**src/rtl/sdram_arb_pkg.sv**
```systemverilog
// Shared definitions for the two-port SDRAM controller arbiter.
package sdram_arb_pkg;

  localparam int unsigned ADDR_W_DEF  = 26;
  localparam int unsigned TIMEOUT_DEF = 1024;
  localparam int unsigned TO_W_DEF    = 10;
  localparam int unsigned DATA_W      = 8;

  localparam logic [DATA_W-1:0] ERR_RDATA = 8'hFF;

  typedef enum logic [2:0] {
    IDLE    = 3'd0,
    ISSUE   = 3'd1,
    WAIT_LO = 3'd2,
    WAIT_HI = 3'd3,
    DONE    = 3'd4
  } state_t;

endpackage

```
**src/rtl/rr_arb2.sv**
```systemverilog
// Two-way round-robin picker: on a tie the port that did not win last time is chosen.
module rr_arb2 (
  input  logic [1:0] req,
  input  logic       last,
  output logic       gnt,
  output logic       valid
);

  always_comb begin
    valid = |req;
    gnt   = (&req) ? ~last : req[1];
  end

endmodule

```
**src/rtl/sdram_port_arbiter.sv**
```systemverilog
// Shares one byte-wide SDRAM controller between a CPU port (0) and a DMA port (1),
// issuing one strobe per command and returning data with a one-cycle ack.
module sdram_port_arbiter
  import sdram_arb_pkg::*;
#(
  parameter int unsigned ADDR_W  = ADDR_W_DEF,
  parameter int unsigned TIMEOUT = TIMEOUT_DEF,
  parameter int unsigned TO_W    = TO_W_DEF
) (
  input  logic              clock,
  input  logic              reset,
  input  logic              p0_req,
  input  logic              p0_we,
  input  logic [ADDR_W-1:0] p0_addr,
  input  logic [DATA_W-1:0] p0_wdata,
  output logic [DATA_W-1:0] p0_rdata,
  output logic              p0_ack,
  output logic              p0_err,
  input  logic              p1_req,
  input  logic              p1_we,
  input  logic [ADDR_W-1:0] p1_addr,
  input  logic [DATA_W-1:0] p1_wdata,
  output logic [DATA_W-1:0] p1_rdata,
  output logic              p1_ack,
  output logic              p1_err,
  output logic [ADDR_W-1:0] mem_address,
  output logic              mem_we,
  output logic [DATA_W-1:0] mem_wdata,
  output logic              mem_stb,
  input  logic [DATA_W-1:0] mem_rdata,
  input  logic              mem_ready,
  output logic              busy,
  output logic              grant
);

  state_t            state, state_d;
  logic              last, last_d;
  logic [TO_W-1:0]   cnt, cnt_d, cnt_inc;
  logic [ADDR_W-1:0] addr_d;
  logic              we_d, stb_d, busy_d, grant_d;
  logic [DATA_W-1:0] wdata_d, rdata0_d, rdata1_d, fin_data;
  logic              ack0_d, ack1_d, err0_d, err1_d;
  logic              pick, pick_valid, finish, fin_err;

  rr_arb2 u_arb (
    .req   ({p1_req, p0_req}),
    .last  (last),
    .gnt   (pick),
    .valid (pick_valid)
  );

  assign cnt_inc = cnt + TO_W'(1);

  // Next-state and next-output logic; every register is computed here.
  always_comb begin
    state_d  = state;
    last_d   = last;
    cnt_d    = cnt;
    addr_d   = mem_address;
    we_d     = mem_we;
    wdata_d  = mem_wdata;
    stb_d    = 1'b0;
    grant_d  = grant;
    rdata0_d = p0_rdata;
    rdata1_d = p1_rdata;
    err0_d   = p0_err;
    err1_d   = p1_err;
    ack0_d   = 1'b0;
    ack1_d   = 1'b0;
    finish   = 1'b0;
    fin_err  = 1'b0;
    fin_data = '0;

    case (state)
      IDLE: begin
        // Waiting for ready also lets an operation orphaned by reset drain.
        if (mem_ready && pick_valid) begin
          state_d = ISSUE;
          grant_d = pick;
          last_d  = pick;
          addr_d  = pick ? p1_addr  : p0_addr;
          we_d    = pick ? p1_we    : p0_we;
          wdata_d = pick ? p1_wdata : p0_wdata;
          stb_d   = 1'b1;
        end
      end
      ISSUE: begin
        cnt_d   = '0;
        state_d = WAIT_LO;
      end
      WAIT_LO, WAIT_HI: begin
        cnt_d = cnt_inc;
        if (cnt_inc == TO_W'(TIMEOUT - 1)) begin
          finish   = 1'b1;
          fin_err  = 1'b1;
          fin_data = ERR_RDATA;
        end else if (state == WAIT_LO) begin
          if (!mem_ready) state_d = WAIT_HI;
        end else if (mem_ready) begin
          finish   = 1'b1;
          fin_data = mem_rdata;
        end
      end
      DONE: state_d = IDLE;
      default: state_d = IDLE;
    endcase

    if (finish) begin
      state_d = DONE;
      if (grant) begin
        ack1_d   = 1'b1;
        err1_d   = fin_err;
        rdata1_d = fin_data;
      end else begin
        ack0_d   = 1'b1;
        err0_d   = fin_err;
        rdata0_d = fin_data;
      end
    end

    busy_d = (state_d != IDLE);
  end

  always_ff @(posedge clock) begin
    if (reset) begin
      state       <= IDLE;
      last        <= 1'b1;
      cnt         <= '0;
      mem_address <= '0;
      mem_we      <= 1'b0;
      mem_wdata   <= '0;
      mem_stb     <= 1'b0;
      grant       <= 1'b0;
      busy        <= 1'b0;
      p0_rdata    <= '0;
      p0_ack      <= 1'b0;
      p0_err      <= 1'b0;
      p1_rdata    <= '0;
      p1_ack      <= 1'b0;
      p1_err      <= 1'b0;
    end else begin
      state       <= state_d;
      last        <= last_d;
      cnt         <= cnt_d;
      mem_address <= addr_d;
      mem_we      <= we_d;
      mem_wdata   <= wdata_d;
      mem_stb     <= stb_d;
      grant       <= grant_d;
      busy        <= busy_d;
      p0_rdata    <= rdata0_d;
      p0_ack      <= ack0_d;
      p0_err      <= err0_d;
      p1_rdata    <= rdata1_d;
      p1_ack      <= ack1_d;
      p1_err      <= err1_d;
    end
  end

endmodule
```
**config.mk**
```make
export PLATFORM = sky130hd
export DESIGN_NAME = sdram_port_arbiter
export DESIGN_NICKNAME = d
export VERILOG_FILES = /design/src/rtl/sdram_arb_pkg.sv /design/src/rtl/rr_arb2.sv /design/src/rtl/sdram_port_arbiter.sv
export SDC_FILE = /design/constraint.sdc
export NUM_CORES = 1
export LEC_CHECK = 0
export BUFFER_PORTS_ARGS = -buffer_cell sky130_fd_sc_hd__buf_2
export CAP_MARGIN = 25
export CORE_ASPECT_RATIO = 1.4
export CORE_UTILIZATION = 40
export DETAILED_ROUTE_END_ITERATION = 7
export PLACE_DENSITY_LB_ADDON = 0.25
export SYNTH_ARGS = -nofsm -noshare
export SYNTH_HDL_FRONTEND = slang
export SYNTH_HIERARCHICAL = 1
export SYNTH_SLANG_ARGS = --single-unit
```
**constraint.sdc**
```tcl
create_clock -name clock -period 6.4 [get_ports clock]
set_clock_uncertainty 0.1 [all_clocks]
set_input_delay 0.64 -clock clock [delete_from_list [all_inputs] [get_ports clock]]
set_output_delay 0.64 -clock clock [all_outputs]
set_load 0.01 [all_outputs]
```
# Yosys cells after proc, flatten, opt, wreduce, memory -nomap -nowiden
# Cells that the tools add are included.
# Widths: inputs -> output; s select.
[totals] reg_bits=72 output_inout_bits=58 wordCells=60
[classes] addsub=1 eq_ne=4 muxes=24 bitwise=4 n_reduce_logical=12
[ops] operator="$mux 8" count=5
[ops] operator="$mux 26" count=1
[ops] operator="$pmux 10 s2" count=1
[ops] operator="$mux 3" count=5
[ops] operator="$mux 1" count=11
[ops] operator="$add 10x1->10 const B" count=1
[ops] operator="$eq 10x10->1 const B" count=1
[ops] operator="$pmux 3 s3" count=1
[ops] operator="$reduce_and 2->1" count=4
[ops] operator="$reduce_or 2->1" count=4
[ops] operator="$eq 3x2->1 const B" count=2
[ops] operator="$not 1->1" count=4
[ops] operator="$eq 3x1->1 const B" count=1
[ops] operator="$logic_not 3->1" count=1
[ops] operator="$reduce_bool 3->1" count=1
[ops] operator="$reduce_bool 2->1" count=1
[ops] operator="$logic_and 1x1->1" count=1

# Depth between registers and ports, before layout
# Gate-level depths: netlist (run 1).
[depth] depth_word=6 ltp_mapped=6

# Hierarchy
# Netlist (run 1), hierarchy kept.
[modules_own_cells] mod="sdram_port_arbiter" n_inst=1 cells_per_inst=324 area_each_um2=3083.0 seq_area_each_um2=1441.4
[modules_own_cells] mod="rr_arb2" n_inst=1 cells_per_inst=2 area_each_um2=13.8 seq_area_each_um2=0.0

# Least setup slack after synthesis (run 1)
# No wires, ideal clock.
[synth_path] path_type="reg2reg" start="register cnt[0]" end="register p0_rdata[6]" arrival_ns=1.987 required_ns=6.229 path_slack_ns=4.241 path_stages_with_launch=7 n_path_buf=0 period_less_slack_ns=2.159 cell_sequence="dfxtp_1 > ha_1 > nand4_2 > or3_4 > a2111oi_4 > nand4b_2 > a21oi_1"
[synth_via] elab_chain_cells=5 elab_cells_between_ends=7 classes_between="add/sub (1); eq/ne (1); mux (4); reduce/logical (1)"
[synth_rtl] element="start: declaration" line="sdram_port_arbiter.sv:38" rtl="logic [TO_W-1:0] cnt, cnt_d, cnt_inc;"
[synth_rtl] element="start signal: assignment" line="sdram_port_arbiter.sv:144" rtl="cnt <= cnt_d;"
[synth_rtl] element="$add 10x1->10 (*)" line="sdram_port_arbiter.sv:52" rtl="assign cnt_inc = cnt + TO_W'(1);"
[synth_rtl] element="$eq 10x10->1 (*)" line="sdram_port_arbiter.sv:93" rtl="if (cnt_inc == TO_W'(TIMEOUT - 1)) begin"
[synth_rtl] element="$mux 1" line="sdram_port_arbiter.sv:93"
[synth_rtl] element="$mux 1" line="sdram_port_arbiter.sv:74" rtl="case (state)"
[synth_rtl] element="$reduce_and 2->1 (no source line)"
[synth_rtl] element="end signal: assignment" line="sdram_port_arbiter.sv:151" rtl="p0_rdata <= rdata0_d;"
[synth_rtl] element="end: declaration" line="sdram_port_arbiter.sv:16" rtl="output logic [DATA_W-1:0] p0_rdata,"
# Every way passes the cells marked *; elsewhere a longest branch is shown, timed or not.
# A chain may end at the register's enable or synchronous reset.

# Worst setup path in the final report (run 1)
[layout_path] start="register state[2]" end="register p0_rdata[7]"
[layout_via] elab_chain_cells=5 elab_cells_between_ends=10 classes_between="eq/ne (2); mux (6); reduce/logical (2)"
[layout_rtl] element="start: declaration" line="sdram_port_arbiter.sv:36" rtl="state_t state, state_d;"
[layout_rtl] element="start signal: assignment" line="sdram_port_arbiter.sv:142" rtl="state <= state_d;"
[layout_rtl] element="$eq 3x2->1" line="sdram_port_arbiter.sv:74, sdram_port_arbiter.sv:97"
[layout_rtl] element="$mux 1" line="sdram_port_arbiter.sv:97" rtl="end else if (state == WAIT_LO) begin"
[layout_rtl] element="$mux 1" line="sdram_port_arbiter.sv:93"
[layout_rtl] element="$mux 1" line="sdram_port_arbiter.sv:74"
[layout_rtl] element="$reduce_and 2->1 (no source line)"
# Several ways; a longest one is shown, not always the timed one.

==> flow_summary_export.csv, run 1 <==
group,metric,value,unit
sta,hold_violations,0,
layout,syn_to_final_growth,30.9,%
route,vias_per_cell,5.03,
clock_tree,post_cts_resized,0,
floorplanning,fp.coreArea,7410,µm²
placed_design,portBuffers,140,
clock_tree,htreeDepth,3,
route,routed_wl,7070,µm
sta,rsz0062_at_grt,"no",
floorplanning,start_util,0.418,
clock_tree,cts_root_buf,"clkbuf_8",
floorplanning,die_x,76.4,µm
clock_tree,cts_tree,"built",
synthesis,avgSynthCellArea,9.50,µm²
run,max-cap-violations,0,
grt,grt_pass1_vias,2543,
grt,overflow,0,
clock_tree,postCtsSetupBuffers,0,
power_and_ir_drop,p_int,750,µW
power_and_ir_drop,switching_share,0.263,
synthesis,yosys_warnings,6,
worst_setup_path,crit_arrival,2.57,ns
route,wl_per_cell,12.7,µm
grt,grt_antenna_before_repair,0,
placed_design,place_congestion,0.843,
worst_setup_path,timing_worst_setup_path_type,"reg -> reg",
placed_design,dp_hpwl,5040,µm
sta,fin_crit_sh,0.387,
floorplanning,die_h,106,µm
power_and_ir_drop,p_per_area,251,nW/µm²
layout,n_fill_cell,744,
power_and_ir_drop,power_frac_seq,0.481,
worst_setup_path,reg2reg_depth,5,
route,vias,2814,
worst_setup_path,critPathMaxFanout,12,
power_and_ir_drop,vdd_drop_max,0.146,mV
clock_tree,clk_pin_slew,0.07,ns
worst_setup_path,crit_buf_inv,0,
sta,setup_viol_count_final,0,
worst_setup_path,cp.depth,5,
layout,multi_input_area,1550,µm²
synthesis,synth-seq-cells,72,
hold_path,hold_class,"reg -> reg",
synthesis,ys_seq_area_frac,0.465,
clock_tree,clock_latency,0.34,ns
grt,grt_pass1_wl,11500,µm
sta,relSlewSlack,0.439,
worst_setup_path,r2r_slack,3.93,ns
sta,fin_tns_setup,0,ns
floorplanning,pin_count,141,
run_status,outcome,"completed",
floorplanning,num_rows,37,
layout,layout_common_cells,"buf_2, dfxtp_1, mux2i_1",
layout,layout_commonest_cell,"buf_2",
worst_setup_path,start_kind,"register",
layout,nets,542,
worst_setup_path,crit_chain,"nor2b_1 -> nand3_1 -> nor2_1 -> mux2i_1 -> a21oi_1",
worst_setup_path,crit_path_top_delay_cell,"nor2_1",
synthesis,synthesis.instances,326,
route,drt-initial-drc-count,131,
power_and_ir_drop,p_sw,268,µW
worst_setup_path,max_stage_delay,0.67,ns
synthesis,synth_area,3100,µm²
floorplanning,dieArea,8100,µm²
grt,grt_usage,0.179,
sta,slew_violations,0,
route,dr.pass1.iters,4,
layout,final-seq-area,1440,µm²
layout,utilization,0.547,
layout,drive_gt1_frac,0.368,
worst_setup_path,cp.required,6.50,ns
synthesis,synth.distinct_cells,37,
clock_tree,cts_buffers,9,
clock_tree,clockBufferDepth,2,
sta,worst_pin_slew,0.838,ns
synthesis,syn_nets,411,
power_and_ir_drop,clkPwrFrac,0.360,
layout,antennaDiodeCount,0,
grt,grt_max_degree,72,
power_and_ir_drop,combinationalPowerShare,0.159,
route,route.detailed.drc,0,
hold_path,hold_depth,2,
sta,period_minus_slack,2.47,ns
sta,timing.fmax,0.404,GHz
route,ant_nets,0,
power_and_ir_drop,p_leak,1.91,nW
worst_setup_path,setup.worst_path.end_class,"register",
clock_tree,clock-sinks,72,
worst_setup_path,cpLargestDelayFamily,"simple AND/OR/NAND/NOR gates",
clock_tree,cts_hold_buf,0,
area by class of cell:
class | instances | share of cell area
multi-input combinational | 228 | 0.383
sequential | 72 | 0.355
timing repair buffer | 143 | 0.178
clock buffer | 12 | 0.0383
tap | 97 | 0.0299
clock inverter | 4 | 0.0127
inverter | 3 | 0.00278
metrics by stage:
step | setup slack (ns) | hold WS (ns) | cells | power (mW) | cell area [µm²]
global route | 3.75 | 0.393 | 559 | 1.07 | 4060
detailed placement | 3.98 | 0.353 | 543 | 0.663 | 3850
global placement | 4.03 | 0.356 | 543 | 0.659 | 3850
CTS | 3.93 | 0.363 | 559 | 1.03 | 4060
floorplan | 4.24 | 0.338 | 326 | 0.597 | 3100
finish | 3.93 | 0.363 | 559 | 1.02 | 4060
flip-flops by register name, summed over array words and instances (netlist names):
name,count
mem_we,1
p0_rdata,8
p1_err,1
mem_wdata,8
p1_ack,1
mem_stb,1
state,3
mem_address,26
busy,1
p0_ack,1
last,1
p0_err,1
cnt,10
p1_rdata,8
grant,1
worst register-to-register path, stage by stage, from the launching register on:
cell and delay, ns:
dfxtp_1 0.37, nor2b_1 0.66, nand3_1 0.18, nor2_1 0.67, mux2i_1 0.26, a21oi_1 0.08
cell usage after synthesis, drive strengths merged:
cell         instances  share of area
dfxtp               72           0.47
mux2i               51           0.16
nor2                51          0.062
a211oi              35          0.085
a21oi               29          0.047
clkbuf              18          0.022
nand2               10          0.012
o21ai                9          0.015
nand3                7          0.011
buf                  4          0.011
nand4                4          0.012
nor3                 4         0.0065
and3                 3         0.0065
inv                  3         0.0036
or2                  3         0.0061
a22oi                2         0.0048
a31oi                2         0.0040
and2b                2         0.0048
ha                   2         0.0081
nor4                 2         0.0040
xor2                 2         0.0057
a2111oi              1         0.0089
a211o                1         0.0032
a21boi               1         0.0024
dlygate4sd3          1         0.0032
nand2b               1         0.0020
nand4b               1         0.0048
nor2b                1         0.0020
nor3b                1         0.0024
o211a                1         0.0032
or3                  1         0.0036
or4b                 1         0.0032
layer usage:
metal / vias to the layer above / share of wire / global-route usage
li1: 1442 / - / -
met1: 1255 / 0.43 / 0.204
met2: 110 / 0.50 / 0.305
met3: 7 / 0.065 / 0.0627
met4: 0 / 0.012 / 0.0714
met5: - / 0 / 0
path summary, 6_finish.rpt:
| check | from | to |
|---|---|---|
| setup / recovery | state[2] | p0_rdata[7] |
| hold / removal | p1_err | p1_err |
| setup reg to reg | state[2] | p0_rdata[7] |
| hold reg to reg | p1_err | p1_err |
kinds of logic (layout without fill, tap and decap cells):
group / Yosys count / after routing / share of synthesized area
AO/OA/AOI/OAI: 81 / 81 / 0.173
XOR/XNOR: 2 / 2 / 0.00566
adder cells (fa/ha/maj): 2 / 2 / 0.00808
flip-flops: 72 / 72 / 0.465
AND/OR/NAND/NOR: 92 / 92 / 0.143
multiplexers: 51 / 51 / 0.165
buffers and inverters: 26 / 162 / 0.0396
power groups by stage:
| stage | Clock [mW] | Combinational, mW | Sequential, mW |
|---|---|---|---|
| after floorplan | 0 | 0.0870 | 0.510 |
| after global placement | 0 | 0.161 | 0.499 |
| after detailed placement | 0 | 0.163 | 0.500 |
| after CTS | 0.377 | 0.163 | 0.490 |
| after global routing | 0.399 | 0.179 | 0.493 |
| final | 0.366 | 0.161 | 0.490 |
Power figures use the tool's default switching activity.
==> run 2, diff against run 1 <==
Clock period 6.4 ns to 2.5 ns, I/O delays scaled along.
==> run 2 against run 1 <==
Net effect: combinational power grew to 2.6 times the previous value; non-clock buffer count grew 4; via count shrank 0.53%; critical endpoint is now state[1]; critical path depth grew 2; largest cell class unchanged; sequential power grew to 2.6 times the previous value; sequential share of layout area shrank 0.29 points; critical path type unchanged; die area is the same; clock power grew 130%.
==> flow_summary_export.csv, run 2 (synthesis results as in run 1) <==
group,metric,value,unit
grt,grt_max_degree,41,
power_and_ir_drop,vdd_drop_max,0.353,mV
grt,grt_antenna_before_repair,0,
layout,drive_gt1_frac,0.376,
power_and_ir_drop,p_per_area,614,nW/µm²
power_and_ir_drop,p_leak,1.93,nW
sta,slew_violations,0,
route,dr.pass1.iters,4,
sta,worst_pin_slew,0.640,ns
floorplanning,die_x,76.4,µm
layout,syn_to_final_growth,32.0,%
clock_tree,clock-sinks,72,
sta,setup_viol_count_final,0,
worst_setup_path,reg2reg_depth,7,
route,vias_per_cell,4.97,
route,vias,2799,
sta,period_minus_slack,2.36,ns
run_status,outcome,"completed",
grt,grt_pass1_vias,2574,
floorplanning,dieArea,8100,µm²
sta,fin_tns_setup,0,ns
worst_setup_path,crit_arrival,2.51,ns
layout,utilization,0.552,
route,route.detailed.drc,0,
worst_setup_path,crit_path_top_delay_cell,"dfxtp_1",
placed_design,dp_hpwl,5120,µm
hold_path,min_to,"p0_rdata[6]",
worst_setup_path,max_stage_delay,0.41,ns
clock_tree,cts_buffers,9,
placed_design,portBuffers,140,
layout,largestRegisters,"mem_address: 26 flops, cnt: 10 flops",
route,ant_nets,0,
hold_path,hold_class,"in -> reg",
worst_setup_path,crit_chain,"ha_1 -> nand4_2 -> or3_4 -> a2111oi_4 -> buf_4 -> a31oi_1 -> and3_1",
placed_design,place_area,3880,µm²
worst_setup_path,timing.rr.start,"cnt[0]",
clock_tree,clk_pin_slew,0.08,ns
worst_setup_path,timing.rr.end,"state[1]",
sta,setup_ws,0.144,ns
grt,grt_pass1_wl,11600,µm
worst_setup_path,timing_worst_setup_path_type,"reg -> reg",
layout,layout_commonest_cell,"buf_2",
floorplanning,die_h,106,µm
layout,layout.cells.non_filler,563,
sta,fin_crit_sh,0.943,
placed_design,place_congestion,0.806,
worst_setup_path,start_kind,"register",
floorplanning,num_rows,37,
worst_setup_path,critPathMaxFanout,6,
sta,relSlewSlack,0.573,
layout,fin_area,4090,µm²
grt,overflow,0,
sta,timing.fmax,0.424,GHz
layout,antennaDiodeCount,0,
floorplanning,pin_count,141,
clock_tree,clockBufferDepth,2,
placed_design,post-place-ws,0.0533,ns
floorplanning,start_util,0.418,
clock_tree,clock_latency,0.35,ns
route,drt-initial-drc-count,83,
clock_tree,htreeDepth,3,
sta,timing.hold.ws,0.0949,ns
sta,hold_violations,0,
route,routed_wl,7200,µm
layout,regMostFlops,"mem_address",
worst_setup_path,setup.worst_path.end_class,"register",
hold_path,hold_depth,3,
run,max-cap-violations,0,
grt,grt_usage,0.182,
layout,nets,546,
clock_tree,cts_tree,"built",
layout,layout_common_cells,"buf_2, dfxtp_1, mux2i_1",
placed_design,dp.cells,546,
clock_tree,cts_root_buf,"clkbuf_8",
layout,largest_reg_flops,26,
floorplanning,fp.coreArea,7410,µm²
power_and_ir_drop,totalPowerFinal,2.51,mW
worst_setup_path,r2r_slack,0.14,ns
route,wl_per_cell,12.8,µm
worst_setup_path,cp.required,2.65,ns
hold_path,hold_start,"mem_rdata[6]",
-- run 2: cell count changes in the layout (fill, tap and decap cells not counted) --
cell and delta:
nand4_4 +1, clkbuf_1 -1, buf_4 +3, clkbuf_8 -2, buf_12 +1, nand4_2 -1, nand4b_4 +1, clkinv_4 +1
bufinv_16 -1, inv_8 +1, clkinvlp_4 +2, nand4b_2 -1
-- run 2: worst max-delay path, delay by kind of cell (launching register included) --
family          cells  cell delay (ns)
fa+ha+maj           1             0.26
flops               1             0.41
buf+inv             1             0.22
simple gates        3             0.80
compound gates      2             0.46
-- run 2: worst max-delay path by stage --
stage	start	slack (ns)	end
global route	cnt[0]	-0.04	p0_rdata[5]
CTS	cnt[0]	0.03	p1_rdata[6]
floorplan	cnt[0]	0.34	p0_rdata[6]
finish	cnt[0]	0.14	state[1]
global placement	cnt[0]	0.15	p1_rdata[6]
detailed placement	cnt[0]	0.05	p1_rdata[6]
-- run 2: area by class of cell --
type	instances	area, µm²
fillers	698	3320
multi-input cells	228	1570
flip-flops and latches	72	1440
repair buffers	147	766
clock buffers	9	124
well taps	97	121
clock inverters	7	56.3
inverters	3	11.3
-- run 2: repair_timing --
item,in CTS,in global routing
endpoints found under the setup margin,0,20
hold buffers,0,0
gates resized for setup,0,2
setup buffers,0,1
-- run 2: routing by layer --
metal / vias up / routed length, µm / track usage
met1: 1221 / 3170 / 0.213
met4: 0 / 176 / 0.103
met5: - / 0 / 0
li1: 1449 / - / -
met3: 16 / 438 / 0.0464
met2: 113 / 3410 / 0.301
-- run 2: power breakdown --
| group | switching (mW) | internal, mW |
|---|---|---|
| Sequential | 0.0383 | 1.22 |
| Combinational | 0.230 | 0.191 |
| Clock | 0.465 | 0.369 |
| Total | 0.733 | 1.78 |
